--- src/rtl/minutos_horas_ctrl.sv ---
// Minutes/hours stage of the clock: counts minute ticks, supports pause and a
// button-driven set mode with a blinking field, and drives four 7-segment digits.
module minutos_horas_ctrl #(
    parameter int BLINK_DIV   = 25_000_000,
    parameter int SYNC_STAGES = 2
) (
    input  logic       clock,
    input  logic       ZERA,
    input  logic       min_tick,
    input  logic       pause_sw,
    input  logic       set_btn,
    input  logic       inc_btn,
    output logic [6:0] hex_min0,
    output logic [6:0] hex_min1,
    output logic [6:0] hex_hr0,
    output logic [6:0] hex_hr1,
    output logic       day_pulse,
    output logic [1:0] mode
);

    localparam int CW = (BLINK_DIV > 1) ? $clog2(BLINK_DIV) : 1;

    typedef enum logic [1:0] {
        ST_RUN      = 2'd0,
        ST_PAUSE    = 2'd1,
        ST_SET_MIN  = 2'd2,
        ST_SET_HOUR = 2'd3
    } state_t;

    function automatic logic [6:0] seg7(input logic [5:0] d);
        case (d)
            6'd0:    seg7 = 7'b1000000;
            6'd1:    seg7 = 7'b1111001;
            6'd2:    seg7 = 7'b0100100;
            6'd3:    seg7 = 7'b0110000;
            6'd4:    seg7 = 7'b0011001;
            6'd5:    seg7 = 7'b0010010;
            6'd6:    seg7 = 7'b0000010;
            6'd7:    seg7 = 7'b1111000;
            6'd8:    seg7 = 7'b0000000;
            6'd9:    seg7 = 7'b0010000;
            default: seg7 = 7'h7F;
        endcase
    endfunction

    // Button synchronizers with rising-edge detect. The edge detector stays
    // disarmed until the cleared chain has flushed, so a button held through
    // reset release does not register as a press.
    logic [1:0] btn_raw;
    logic [1:0] btn_edge;
    assign btn_raw = {inc_btn, set_btn};

    genvar gi;
    generate
        for (gi = 0; gi < 2; gi++) begin : g_btn
            logic [SYNC_STAGES-1:0] sync_reg;
            logic [SYNC_STAGES-1:0] arm_reg;
            logic                   prev_reg;

            always_ff @(posedge clock or negedge ZERA) begin
                if (!ZERA) begin
                    sync_reg <= '0;
                    arm_reg  <= '0;
                    prev_reg <= 1'b1;
                end else begin
                    sync_reg <= {sync_reg[SYNC_STAGES-2:0], btn_raw[gi]};
                    arm_reg  <= {arm_reg[SYNC_STAGES-2:0], 1'b1};
                    prev_reg <= arm_reg[SYNC_STAGES-1] ? sync_reg[SYNC_STAGES-1] : 1'b1;
                end
            end

            assign btn_edge[gi] = sync_reg[SYNC_STAGES-1] & ~prev_reg;
        end
    endgenerate

    logic set_edge, inc_edge;
    assign set_edge = btn_edge[0];
    assign inc_edge = btn_edge[1];

    state_t          state_reg, state_next;
    logic [5:0]      min_reg, min_next;
    logic [4:0]      hour_reg, hour_next;
    logic [CW-1:0]   blink_cnt_reg, blink_cnt_next;
    logic            blink_ph_reg, blink_ph_next;
    logic            day_pulse_reg, day_pulse_next;
    logic [6:0]      hex_min0_reg, hex_min1_reg, hex_hr0_reg, hex_hr1_reg;
    logic [6:0]      hex_min0_next, hex_min1_next, hex_hr0_next, hex_hr1_next;
    logic [1:0]      mode_reg;

    always_comb begin
        state_next     = state_reg;
        min_next       = min_reg;
        hour_next      = hour_reg;
        blink_cnt_next = '0;
        blink_ph_next  = 1'b0;
        day_pulse_next = 1'b0;

        case (state_reg)
            ST_RUN, ST_PAUSE: begin
                if (state_reg == ST_RUN && min_tick) begin
                    if (min_reg == 6'd59) begin
                        min_next = 6'd0;
                        if (hour_reg == 5'd23) begin
                            hour_next      = 5'd0;
                            day_pulse_next = 1'b1;
                        end else begin
                            hour_next = hour_reg + 5'd1;
                        end
                    end else begin
                        min_next = min_reg + 6'd1;
                    end
                end
                if (set_edge)
                    state_next = ST_SET_MIN;
                else if (state_reg == ST_RUN && pause_sw)
                    state_next = ST_PAUSE;
                else if (state_reg == ST_PAUSE && !pause_sw)
                    state_next = ST_RUN;
            end
            ST_SET_MIN, ST_SET_HOUR: begin
                if (set_edge) begin
                    if (state_reg == ST_SET_MIN)
                        state_next = ST_SET_HOUR;
                    else
                        state_next = pause_sw ? ST_PAUSE : ST_RUN;
                end else if (inc_edge) begin
                    if (state_reg == ST_SET_MIN)
                        min_next = (min_reg == 6'd59) ? 6'd0 : min_reg + 6'd1;
                    else
                        hour_next = (hour_reg == 5'd23) ? 5'd0 : hour_reg + 5'd1;
                end else if (blink_cnt_reg == CW'(BLINK_DIV - 1)) begin
                    blink_ph_next = ~blink_ph_reg;
                end else begin
                    blink_cnt_next = blink_cnt_reg + CW'(1);
                    blink_ph_next  = blink_ph_reg;
                end
            end
            default: state_next = ST_RUN;
        endcase
    end

    logic [5:0] min_t, min_u;
    logic [4:0] hr_t, hr_u;
    logic       blank_min, blank_hr;

    always_comb begin
        min_t     = min_reg / 6'd10;
        min_u     = min_reg % 6'd10;
        hr_t      = hour_reg / 5'd10;
        hr_u      = hour_reg % 5'd10;
        blank_min = (state_reg == ST_SET_MIN) && blink_ph_reg;
        blank_hr  = (state_reg == ST_SET_HOUR) && blink_ph_reg;
        hex_min0_next = blank_min ? 7'h7F : seg7(min_u);
        hex_min1_next = blank_min ? 7'h7F : seg7(min_t);
        hex_hr0_next  = blank_hr  ? 7'h7F : seg7({1'b0, hr_u});
        hex_hr1_next  = blank_hr  ? 7'h7F : seg7({1'b0, hr_t});
    end

    always_ff @(posedge clock or negedge ZERA) begin
        if (!ZERA) begin
            state_reg     <= ST_RUN;
            min_reg       <= '0;
            hour_reg      <= '0;
            blink_cnt_reg <= '0;
            blink_ph_reg  <= 1'b0;
            day_pulse_reg <= 1'b0;
            hex_min0_reg  <= 7'b1000000;
            hex_min1_reg  <= 7'b1000000;
            hex_hr0_reg   <= 7'b1000000;
            hex_hr1_reg   <= 7'b1000000;
            mode_reg      <= 2'd0;
        end else begin
            state_reg     <= state_next;
            min_reg       <= min_next;
            hour_reg      <= hour_next;
            blink_cnt_reg <= blink_cnt_next;
            blink_ph_reg  <= blink_ph_next;
            day_pulse_reg <= day_pulse_next;
            hex_min0_reg  <= hex_min0_next;
            hex_min1_reg  <= hex_min1_next;
            hex_hr0_reg   <= hex_hr0_next;
            hex_hr1_reg   <= hex_hr1_next;
            mode_reg      <= state_reg;
        end
    end

    assign hex_min0  = hex_min0_reg;
    assign hex_min1  = hex_min1_reg;
    assign hex_hr0   = hex_hr0_reg;
    assign hex_hr1   = hex_hr1_reg;
    assign day_pulse = day_pulse_reg;
    assign mode      = mode_reg;

endmodule

--- config.mk ---
export PLATFORM = sky130hd
export DESIGN_NAME = minutos_horas_ctrl
export DESIGN_NICKNAME = d
export VERILOG_FILES = /design/src/rtl/minutos_horas_ctrl.sv
export SDC_FILE = /design/constraint.sdc
export NUM_CORES = 1
export LEC_CHECK = 0
export BUFFER_PORTS_ARGS = -buffer_cell sky130_fd_sc_hd__buf_4
export CAP_MARGIN = 40
export CORE_UTILIZATION = 30
export DETAILED_ROUTE_END_ITERATION = 10
export SLEW_MARGIN = 20
export SYNTH_ARGS = -nofsm -noshare
export SYNTH_HDL_FRONTEND = slang
export SYNTH_SLANG_ARGS = --single-unit
--- constraint.sdc ---
create_clock -name clock -period 2.8 [get_ports clock]
set_input_delay 0.42 -clock clock [delete_from_list [all_inputs] [get_ports clock]]
set_output_delay 0.42 -clock clock [all_outputs]
set_load 0.005 [all_outputs]
Word-level counts from Yosys, hierarchy flattened
Memories as Yosys holds them, arrays and structs flattened.
Index checks and enable logic that the tools add are counted.

operators by class
  add/sub/neg operators = 3
  divide/modulo/power cells = 4
  equality and inequality tests = 15
  muxes and demuxes = 42
  bitwise logic cells = 5
  reduce and logical (&&, ||, !) cells = 14

operators by type and width
  kind                     number
  $mux W25                 4
  $mux W7                  8
  $mux W5                  6
  $mux W6                  5
  $add A25 B1 Y25 const B  1
  $eq A25 B25 Y1 const B   1
  $ne A2 B2 Y1 const B     7
  $pmux W6 S2              1
  $mux W1                  11
  $mux W2                  5
  $pmux W5 S2              1
  $ne A4 B4 Y1 const B     2
  $add A6 B1 Y6 const B    1
  $div A6 B4 Y6 const B    1
  $eq A6 B6 Y1 const B     1
  $logic_not A2 Y1         3
  $mod A6 B4 Y6 const B    1
  $add A5 B1 Y5 const B    1
  $div A5 B4 Y5 const B    1
  $eq A5 B5 Y1 const B     1
  $logic_and A1 B1 Y1      5
  $mod A5 B4 Y5 const B    1
  $reduce_and A5 Y1        1
  $eq A2 B2 Y1 const B     2
  other kinds (8)          12

word-level totals
  register bits = 80
  bits in read-only memories = 448
  input port bits = 6
  output and inout port bits = 31
  logic and storage cells = 104
  memories = 4

memories
  name              depth  bits a word  rd ports  clocked after Yosys merged registers in  wr ports  line  RTL
  (name not given)  16     7            1         0                                        0         31    case (d)
  (name not given)  16     7            1         0                                        0         31
  (name not given)  16     7            1         0                                        0         31
  (name not given)  16     7            1         0                                        0         31

Logic depth before layout (Yosys ltp)
  depth after elaboration = 6
  depth in mapped cells = 14
  gate-level depth less buffers = 13

Worst setup path before layout
OpenSTA, ideal clock, no wires.

  path type = register -> register
  start = register hour_reg[4]
  end = register hex_hr0_reg[6], in the netlist hex_hr0[6]
  setup time = 0.084 ns
  arrival = 2.672 ns
  required time = 2.716 ns
  slack = 0.043 ns
  cell stages (with the launch flop) = 14
  path buffers = 1
  period minus slack after synthesis = 2.757 ns
  path through = dfrtp_1 > clkbuf_1 > nor2b_1 > a21oi_1 > ha_1 > nor3_1 > o21ai_0 > a22oi_1 > xnor2_1 > inv_1 > ha_1 > nor3_1 > a21oi_1 > or2_2

between the ends
  longest elaborated chain between the ends = 4

RTL lines
  item                    line  RTL
  from (decl)             82    logic [4:0] hour_reg, hour_next;
  from (signal assigned)  175   hour_reg <= hour_next;
  $mod A5 B4 Y5 (*)       150   hr_u = hour_reg % 5'd10;
  $mem_v2 Z16 W7          --
  $mux W7 (*)             31
  $mux W7 (*)             155   hex_hr0_next = blank_hr ? 7'h7F : seg7({1'b0, hr_u});
  via hex_hr0_next[6]     87    logic [6:0] hex_min0_next, hex_min1_next, hex_hr0_next, hex_hr1_next;
  to (signal assigned)    181   hex_hr0_reg <= hex_hr0_next;
  to (decl)               86    logic [6:0] hex_min0_reg, hex_min1_reg, hex_hr0_reg, hex_hr1_reg;

Mark *: on every way through the listed nets, which the timed path passes. The rest lies on a longest branch.
A chain may end at the register's enable or synchronous reset.

Final worst setup path
  start = register min_reg[4]
  end = register hex_min0_reg[1], in the netlist hex_min0[1]

between the ends
  longest elaborated chain between the ends = 4
  elaborated cells on any way between the ends = 5
  classes of those cells = div (1); mux (2); reduce/logical (1); memory (1)

RTL lines
  item                                                       line  RTL
  from (decl)                                                81    logic [5:0] min_reg, min_next;
  from (signal assigned)                                     174   min_reg <= min_next;
  $mod A6 B4 Y6 (*)                                          148   min_u = min_reg % 6'd10;
  $mem_v2 Z16 W7 / $logic_not A2 Y1 (equally long branches)  --
  $mux W7 (*)                                                31
  $mux W7 (*)                                                153   hex_min0_next = blank_min ? 7'h7F : seg7(min_u);
  via hex_min0_next[1]                                       87
  to (signal assigned)                                       179   hex_min0_reg <= hex_min0_next;
  to (decl)                                                  86

Marked as above.

==> results by group <==
Power
  – Clock Power Share: 26.4%
  – Logic pwr share: 35.5%
  – P_leak: 2.25 nW
  – P_sw: 1.38 mW
  – Sw Share: 35.0%
  – VDD IR-drop max: 386 uV
  – Power share of the sequential group: 38.1%
  – Final Power: 3.96 mW
  – Internal: 2.57 mW
  – PwrDens: 808 mW/mm^2

Yosys
  – Mapped Avg Cell Area: 9.89 sq um
  – Syn Nets: 444
  – Post-synth EDFFs: 0
  – Main flop type after synthesis: dfrtp_1
  – Synth cell types: 62
  – Register area share after synthesis: 47.2%
  – Synth async-reset ratio: 100%
  – Post-synth top area share: 43.4%
  – Cell accounting for the most synthesized area: dfrtp_1
  – Ys Warns: 0
  – Cell Area, Synth: 0.00410 sq mm
  – Synth top area cells: dfrtp_1 43%, ha_1 7.3%, nor2_1 4.6%
  – Synth Register Bits: 77
  – Post-synthesis cell count: 414

Finish
  – Final cell count without fillers: 639
  – Ant diodes: 0
  – Post-Route Utilization: 36.8%
  – Register area: 0.00194 sq mm
  – Final Cell Area: 0.00489 sq mm
  – Layout area overhead: 19.5%
  – Layout cells sized above 1: 19.2%
  – Commonest non-fill, non-tap cells in the layout: 70 x dfrtp_1, 50 x nor2_1, 46 x buf_4
  – Area of the multi-input gates: 0.00203 sq mm
  – Fillers: 1322
  – Total Nets Final: 488
  – Commonest non-fill, non-tap cell in the layout: dfrtp_1
  – Max reg flops: 25

Placed design
  – Placed instance area: 0.00460 sq mm
  – Placed insts: 622
  – Buffers on Ports: 36
  – Dpl hpwl: 5820 um
  – GPL Wtd Cong: 0.812
  – Dpl ws: 0.107 ns

Timing
  – Clk_skew: 0.00846 ns
  – Max-slew headroom: 55.6%
  – Setup slack after layout: 0.210 ns
  – # setup viols final: 0
  – Period minus WS final: 2.59 ns
  – Max Fclk: 0.386 GHz
  – Slew @ Worst Pin: 0.658 ns
  – Final period utilization: 92.5%
  – Final Hold Vio Count: 0
  – RSZ-0062 raised after global routing: no
  – Final TNS setup: 0 ns
  – Max-slew violations: 0
  – Hold Slack: 0.197 ns

Critical path
  – Cells along the critical path: inv_2 > ha_1 > nand2b_1 > a31oi_4 > o211ai_2 > o21a_1 > or3_1 > ha_1 > o21ai_0
  – Delay-heaviest family, CP: compound AO/OA/AOI/OAI gates
  – Req. time, crit path: 3.03 ns
  – CP endpoint kind: flop
  – CP max-delay cell: or3_1
  – CP Max Fanout: 7
  – WS Path Type: reg -> reg
  – CP Data Arrival Time: 2.82 ns
  – Startpoint Class: flop
  – Max stage delay on crit path: 0.39 ns
  – CP bufs+invs: 1
  – CP most frequent cell: ha_1

GRT
  – Tot GR Track Use: 12.5%
  – First-pass GRT wire length: 13900 um
  – Initial antenna violation count: 0
  – Vias in the first global route: 2942
  – Gr ovfl total: 0
  – Largest net degree at the start of global routing: 56

Drt
  – Routed wire per std cell: 12.6 um
  – Remaining DRCs: 0
  – Vias: 3023
  – Antenna Nets Post-Route: 0
  – Routed WL: 8020 um
  – DRT iter0 DRCs: 177
  – Pre-antenna DRT Iters: 4
  – Vias per cell: 4.73

Floorplanning
  – Row count: 42
  – Die height: 119 um
  – # IOs: 37
  – Die Wd: 119 um
  – Starting density of the core: 30.8%
  – Die area: 0.0141 sq mm
  – CORE AREA: 0.0133 sq mm

Flow run
  – MaxCap Viol Count: 0

Clock tree
  – Clock tree from TritonCTS: yes
  – Total clock sinks: 77
  – CTS Buf Count: 9
  – Worst-case clock buffer depth: 2
  – Htree depth: 3
  – Clk Latency, worst-skew pair: 0.33 ns
  – Root buffer cell: clkbuf_16
  – CTS clock-pin slew for the worst setup and hold paths: 0.06 ns

Run status
  – Status: completed

Worst hold path
  – Min-delay worst type: in -> reg
==> logic make-up (layout without fill, tap and decap cells) <==
group / count (synthesis) / after routing / share of synthesized area [%]
compound gates: 78 / 78 / 13.7
fa+ha+maj: 24 / 24 / 7.33
flops: 77 / 77 / 47.2
xor+xnor: 27 / 27 / 5.77
other cells: 1 / 1 / 0.0916
mux: 5 / 5 / 1.25
buf+inv: 30 / 79 / 3.64
simple gates: 172 / 172 / 21.0
==> Yosys cell counts (3+ instances only) <==
master	count
a21o_1	4
a21oi_1	11
and2_1	5
and3_1	8
and4_1	3
buf_2	5
buf_6	3
clkbuf_1	5
dfrtp_1	71
dfstp_2	6
ha_1	24
inv_1	14
mux2i_1	4
nand2_1	36
nand2b_1	11
nand3_1	22
nand4_1	4
nor2_1	50
nor2b_1	3
nor3_1	8
o21ai_0	35
or2_2	4
or3_1	4
xnor2_1	12
xor2_1	15
==> cell type report <==
class | count | area share (%)
tap | 176 | 4.50
inverter | 15 | 1.15
multi-input combinational | 307 | 41.5
clock inverter | 6 | 0.818
timing repair buffer | 48 | 7.83
clock buffer | 10 | 4.68
sequential | 77 | 39.6
==> worst reg2reg max path: cells and delay by family (launching register included) <==
kind,cells,cell delay [ns]
buffers and inverters,1,0.06
DFF,1,0.36
and+or+nand+nor,2,0.59
AOI/OAI and AO/OA,4,0.84
adders and majority gates,2,0.64
==> metal layers <==
layer | share of wire, % | vias to the layer above | wire length, um | GRT usage, %
met4 | 1.5 | 0 | 121 | 4.43
met3 | 4.8 | 10 | 382 | 3.64
met5 | 0 | - | 0 | 0
met2 | 47 | 53 | 3800 | 20.2
li1 | - | 1513 | - | -
met1 | 46 | 1447 | 3720 | 15.7
==> path summary, 6_finish.rpt <==
| check | start | to | slack, ns | cells past startpoint |
|---|---|---|---|---|
| worst max-delay path | min_reg[4] | hex_min0[1] | 0.21 | 9 |
| worst min-delay path | inc_btn | g_btn[1].sync_reg[0] | 0.20 | 1 |
| worst max register to register | min_reg[4] | hex_min0[1] | 0.21 | 9 |
| worst min register to register | g_btn[1].sync_reg[0] | g_btn[1].sync_reg[1] | 0.35 | 0 |
| max in group asynchronous | ZERA | g_btn[1].prev_reg | 1.64 | 3 |
| min in group asynchronous | ZERA | blink_cnt_reg[11] | 0.53 | 2 |
==> what timing repair did <==
item,CTS,global route
hold endpoints to repair,21,0
setup endpoints to repair,0,8
hold buffers,1,0
setup buffers,0,0
gates resized for setup,0,4
==> power by group through the flow <==
stage | registers, mW | clock network (mW) | logic (mW)
2_1_floorplan | 1.47 | 0 | 0.968
3_3_place_gp | 1.52 | 0 | 1.37
3_5_place_dp | 1.52 | 0 | 1.40
4_1_cts | 1.51 | 1.08 | 1.41
5_1_grt | 1.54 | 1.13 | 1.59
6_report | 1.51 | 1.04 | 1.40
Power figures use the tool's default switching activity.
